`src/rtl/ins_line_fill.sv`:
```
// ins_line_fill: memory-side line-fill responder for the instruction fetch path.
// A miss reads the four words of a 16-byte line from a word-wide synchronous
// memory, assembles a 128-bit line and returns it with a one-cycle valid pulse.
// A single-entry last-line buffer answers a repeat request of the same line
// without touching memory. Every output comes straight from a register.
module ins_line_fill #(
  parameter int BUF_EN = 1
) (
  input  logic         clk,
  input  logic         rstn,
  input  logic         ireq,
  input  logic [31:0]  iaddr,
  input  logic         iflush,
  output logic         omem_en,
  output logic [31:0]  omem_addr,
  input  logic [31:0]  imem_rdata,
  output logic [127:0] oline,
  output logic         ovalid,
  output logic         obusy
);

  typedef enum logic [1:0] {
    IDLE  = 2'd0,
    READ  = 2'd1,
    DRAIN = 2'd2,
    RESP  = 2'd3
  } state_t;

  state_t         state_reg, state_next;
  logic [1:0]     k_reg, k_next;
  logic [27:0]    tag_reg, tag_next;
  logic           mem_en_reg, mem_en_next;
  logic [31:0]    mem_addr_reg, mem_addr_next;
  logic [127:0]   line_reg, line_next;
  logic           valid_reg, valid_next;
  logic           busy_reg, busy_next;
  logic           buf_valid_reg, buf_valid_next;
  logic [27:0]    buf_tag_reg, buf_tag_next;

  // Word-slice write control for the line being assembled.
  logic           wr_en;
  logic [1:0]     wr_idx;
  logic [3:0]     slice_we;

  // The offset bits inside the line never affect which line is fetched.
  logic           unused_offset;
  assign unused_offset = ^iaddr[3:0];

  // The returned line register doubles as the buffer data: after a fill it
  // holds exactly the line whose tag the buffer records, and it only changes
  // during the next fill, which ends by rewriting the tag.
  logic           buf_hit;
  assign buf_hit = (BUF_EN != 0) && buf_valid_reg &&
                   (iaddr[31:4] == buf_tag_reg) && !iflush;

  // One write enable per 32-bit slice of the assembled line.
  generate
    for (genvar gi = 0; gi < 4; gi++) begin : g_slice
      localparam logic [1:0] SLICE_IDX = 2'(gi);
      assign slice_we[gi] = wr_en && (wr_idx == SLICE_IDX);
      assign line_next[32*gi +: 32] = slice_we[gi] ? imem_rdata
                                                   : line_reg[32*gi +: 32];
    end
  endgenerate

  // State and output registers, cleared by the synchronous active-low reset.
  always_ff @(posedge clk) begin
    if (!rstn) begin
      state_reg     <= IDLE;
      k_reg         <= 2'd0;
      tag_reg       <= 28'd0;
      mem_en_reg    <= 1'b0;
      mem_addr_reg  <= 32'd0;
      line_reg      <= 128'd0;
      valid_reg     <= 1'b0;
      busy_reg      <= 1'b0;
      buf_valid_reg <= 1'b0;
      buf_tag_reg   <= 28'd0;
    end else begin
      state_reg     <= state_next;
      k_reg         <= k_next;
      tag_reg       <= tag_next;
      mem_en_reg    <= mem_en_next;
      mem_addr_reg  <= mem_addr_next;
      line_reg      <= line_next;
      valid_reg     <= valid_next;
      busy_reg      <= busy_next;
      buf_valid_reg <= buf_valid_next;
      buf_tag_reg   <= buf_tag_next;
    end
  end

  // Next-state and next-output logic for the fill sequencer.
  always_comb begin
    state_next     = state_reg;
    k_next         = k_reg;
    tag_next       = tag_reg;
    mem_en_next    = 1'b0;
    mem_addr_next  = mem_addr_reg;
    valid_next     = 1'b0;
    busy_next      = busy_reg;
    buf_valid_next = buf_valid_reg && !iflush;
    buf_tag_next   = buf_tag_reg;
    wr_en          = 1'b0;
    wr_idx         = 2'd0;

    case (state_reg)
      IDLE: begin
        if (ireq) begin
          if (buf_hit) begin
            valid_next = 1'b1;
          end else begin
            tag_next      = iaddr[31:4];
            mem_en_next   = 1'b1;
            mem_addr_next = {iaddr[31:4], 4'b0000};
            k_next        = 2'd0;
            busy_next     = 1'b1;
            state_next    = READ;
          end
        end
      end

      READ: begin
        // Data arriving now belongs to the word requested in the previous cycle.
        wr_en  = (k_reg != 2'd0);
        wr_idx = k_reg - 2'd1;
        if (k_reg == 2'd3) begin
          state_next = DRAIN;
        end else begin
          mem_en_next   = 1'b1;
          k_next        = k_reg + 2'd1;
          mem_addr_next = {tag_reg, k_reg + 2'd1, 2'b00};
        end
      end

      DRAIN: begin
        wr_en  = 1'b1;
        wr_idx = 2'd3;
        if ((BUF_EN != 0) && !iflush) begin
          buf_valid_next = 1'b1;
          buf_tag_next   = tag_reg;
        end
        valid_next = 1'b1;
        state_next = RESP;
      end

      RESP: begin
        busy_next  = 1'b0;
        state_next = IDLE;
      end

      default: begin
        state_next = IDLE;
        busy_next  = 1'b0;
      end
    endcase
  end

  assign omem_en   = mem_en_reg;
  assign omem_addr = mem_addr_reg;
  assign oline     = line_reg;
  assign ovalid    = valid_reg;
  assign obusy     = busy_reg;

endmodule

```
`config.mk`:
```
export PLATFORM = sky130hd
export DESIGN_NAME = ins_line_fill
export DESIGN_NICKNAME = d
export VERILOG_FILES = /design/src/rtl/ins_line_fill.sv
export SDC_FILE = /design/constraint.sdc
export NUM_CORES = 1
export LEC_CHECK = 0
export CAP_MARGIN = 20
export CELL_PAD_IN_SITES_DETAIL_PLACEMENT = 2
export CELL_PAD_IN_SITES_GLOBAL_PLACEMENT = 2
export CORE_UTILIZATION = 31
export CTS_CLUSTER_SIZE = 28
export DETAILED_ROUTE_END_ITERATION = 8
export PLACE_DENSITY = 0.87
export SLEW_MARGIN = 10
export SYNTH_ARGS = -nofsm -noshare
export SYNTH_HDL_FRONTEND = slang
export SYNTH_SLANG_ARGS = --single-unit
```
`constraint.sdc`:
```
create_clock -name clk -period 3.8 [get_ports clk]
set_input_delay 0.76 -clock clk [delete_from_list [all_inputs] [get_ports clk]]
set_output_delay 0.76 -clock clk [all_outputs]
set_load 0.02 [all_outputs]
```
==> impl_metrics.csv <==
group,metric,value,unit
status,outcome,"finished, final reports clean",
floorplan,design.core.area,0.0287,mm²
synthesis,ys.flop_type,"dfxtp_1",
synthesis,avgSynthCellArea,9.15,µm²
sta,tns,0,ns
synthesis,synth.top_cells.by_area,"dfxtp_1, nand2_1, a21boi_0",
setup_path,crit_type,"in2reg",
synthesis,synth_area,0.00903,mm²
setup_path,cpPeakStageDelay,0.49,ns
setup_path,setup.worst_path.start_class,"input pin",
setup_path,crit_required,4.24,ns
setup_path,cp_top_family,"buffers and inverters",
synthesis,netlist_instances,987,
sta,tightest_slew,0.884,ns
routing,routed-via-count,7665,
sta,period_share,0.753,
setup_path,path_cells,"clkdlybuf4s50_1 > xnor2_1 > nand4_1 > nor4_4 > a32oi_2 > o21ai_4 > buf_12 > mux2i_1",
routing,drt-total-wl,31300,µm
clock_network,htree_levels,1,
global_routing,grt_overflow,0,
layout,stdcell_area,0.0125,mm²
synthesis,yosys_warnings,0,
global_routing,antenna_found_initial,1,
synthesis,synth_top_area_cell,"dfxtp_1",
synthesis,synth.most_common_cell,"nand2_1",
sta,setup_violations,0,
floorplan,rows,62,
clock_network,cts_sinks,220,
clock_network,cts_hold_buf,0,
run,max-cap-violations,0,
floorplan,start_util,0.314,
sta,finClkSkew,0.00583,ns
sta,setup_ws,0.938,ns
routing,drc,0,
placed_design,pre_cts_slack,0.373,ns
setup_path,cp_slowest_cell,"clkdlybuf4s50_1",
synthesis,ys_seq_elements,220,
layout,num-nets-final,1263,
min_path,min_path_cells,2,
clock_network,cts_tree,"yes",
layout,syn_to_final_growth,38.5,%
sta,hold_violations,0,
placed_design,dpl_cell_area,0.0117,mm²
global_routing,track_usage,0.209,
clock_network,cts-root-buf,"clkbuf_16",
clock_network,cts_resized,0,
routing,first_pass_iters,4,
synthesis,yosys-top-cells-count,"nand2_1, dfxtp_1, a21boi_0, mux2i_1, nor2b_1",
floorplan,dieHeight,173,µm
sta,whs,0.462,ns
placed_design,post-dp-hpwl,21200,µm
sta,rsz0062_at_grt,"false",
floorplan,dieWidth,173,µm
synthesis,seq_area_frac_synth,0.488,
global_routing,grt_pass1_wl,49400,µm
setup_path,cp_num_buf_inv,2,
clock_network,cts.clk_slew.worst_paths,0.06,ns
routing,avgViaCountPerCell,4.81,
power,power,7550,µW
sta,relSlewSlack,0.411,
clock_network,clockBufferDepth,3,
sta,timing.fmax,349,MHz
floorplan,ios,231,
synthesis,post-synth-top-area-fraction,0.488,
power,power_leakage,0.00428,µW
routing,drt.antenna.violating_nets,0,
setup_path,end_kind,"register",
power,ir_drop,0.327,mV
global_routing,grt_pass1_vias,8792,
min_path,hold_class,"reg2reg",
layout,largest_reg_flops,128,
setup_path,worst-path-stages,8,
placed_design,place_congestion,0.746,
clock_network,clk_latency,0.52,ns
synthesis,ys_types,33,
global_routing,grt_max_degree,95,
routing,avgRoutedWirePerCell,19.7,µm
synthesis,synth_edf_count,0,
routing,dr.first_iter.drc_count,309,
clock_network,post-cts-setup-buffer-count,0,
setup_path,reg2reg_depth,7,
sta,drv_slew,0,
power,p_per_area,604,mW/mm²
clock_network,cts_buffers,26,
sta,timing.final.crit_period,2.86,ns
floorplan,die-area,0.0298,mm²
setup_path,worstPathMaxFanout,11,
placed_design,portBuffers,224,
synthesis,async_reset_ff_frac,0,
setup_path,arrival,3.30,ns
layout,drive_above_1_share,0.0820,
## worst min-delay path, delay by kind of cell (launching register included)
family / cells / cell delay (ns)
muxes: 1 / 0.06
and+or+nand+nor: 1 / 0.05
DFF: 1 / 0.31
## cell type report
cell class	count	area [µm²]
fill	3084	16200
multi-input combinational	694	4360
clock inverter	9	72.6
antenna	1	2.50
clock buffer	37	763
timing repair buffer	242	2400
tap	384	480
inverter	5	18.8
sequential	220	4400
## cells in the final DEF, fill, tap and decap left out, types with 2 or more instances in the layout
cell | netlist | routed
a21boi_0 | 125 | 125
a21oi_1 | 2 | 2
buf_12 | 0 | 2
buf_4 | 3 | 16
clkbuf_1 | 53 | 5
clkbuf_16 | 0 | 27
clkbuf_8 | 0 | 5
clkdlybuf4s50_1 | 0 | 223
clkinv_2 | 0 | 7
conb_1 | 1 | 2
dfxtp_1 | 220 | 220
ha_1 | 6 | 5
inv_1 | 5 | 5
mux2_2 | 28 | 28
mux2i_1 | 91 | 91
nand2_1 | 311 | 311
nand2b_1 | 2 | 2
nand3_1 | 7 | 7
nand4_1 | 6 | 6
nor2_1 | 7 | 6
nor2b_1 | 64 | 63
nor3_2 | 0 | 2
o21a_1 | 2 | 2
xnor2_1 | 28 | 28
## stage by stage
stage	util	std cells
after floorplan	-	988
after global placement	0.406	1545
after detailed placement	0.406	1545
after CTS	0.435	1591
after global routing	0.436	1592
final	0.436	1592
## layer usage
metal,vias to the layer above,share of wire,GRT usage
met4,0,0.029,0.0647
met2,194,0.50,0.380
met3,55,0.077,0.0710
met5,-,0,0
met1,3791,0.40,0.228
li1,3625,-,-
## worst paths after layout
path / from / to / slack, ns
worst max register to register: state_reg[0]$_SDFFE_PN0P_ / oline[83]$_SDFFE_PN0P_ / 1.12
worst max-delay path: iaddr[4] / omem_addr[20]$_SDFFE_PN0P_ / 0.94
worst min register to register: omem_addr[6]$_SDFFE_PN0P_ / omem_addr[6]$_SDFFE_PN0P_ / 0.46
worst min-delay path: omem_addr[6]$_SDFFE_PN0P_ / omem_addr[6]$_SDFFE_PN0P_ / 0.46
## where the power goes
group,switching [µW],internal [µW]
logic,1210,1090
registers,195,2610
clock network,986,1450
total,2390,5160
## cells by family after synthesis
family / Yosys count / share of synthesized area
AO/OA/AOI/OAI: 135 / 0.113
buffers and inverters: 74 / 0.0344
multiplexers: 119 / 0.136
adder cells (fa/ha/maj): 6 / 0.00832
AND/OR/NAND/NOR: 404 / 0.193
flip-flops: 220 / 0.488
XOR/XNOR: 28 / 0.0272
other: 1 / 0.000415
Power figures use the tool's default switching activity.
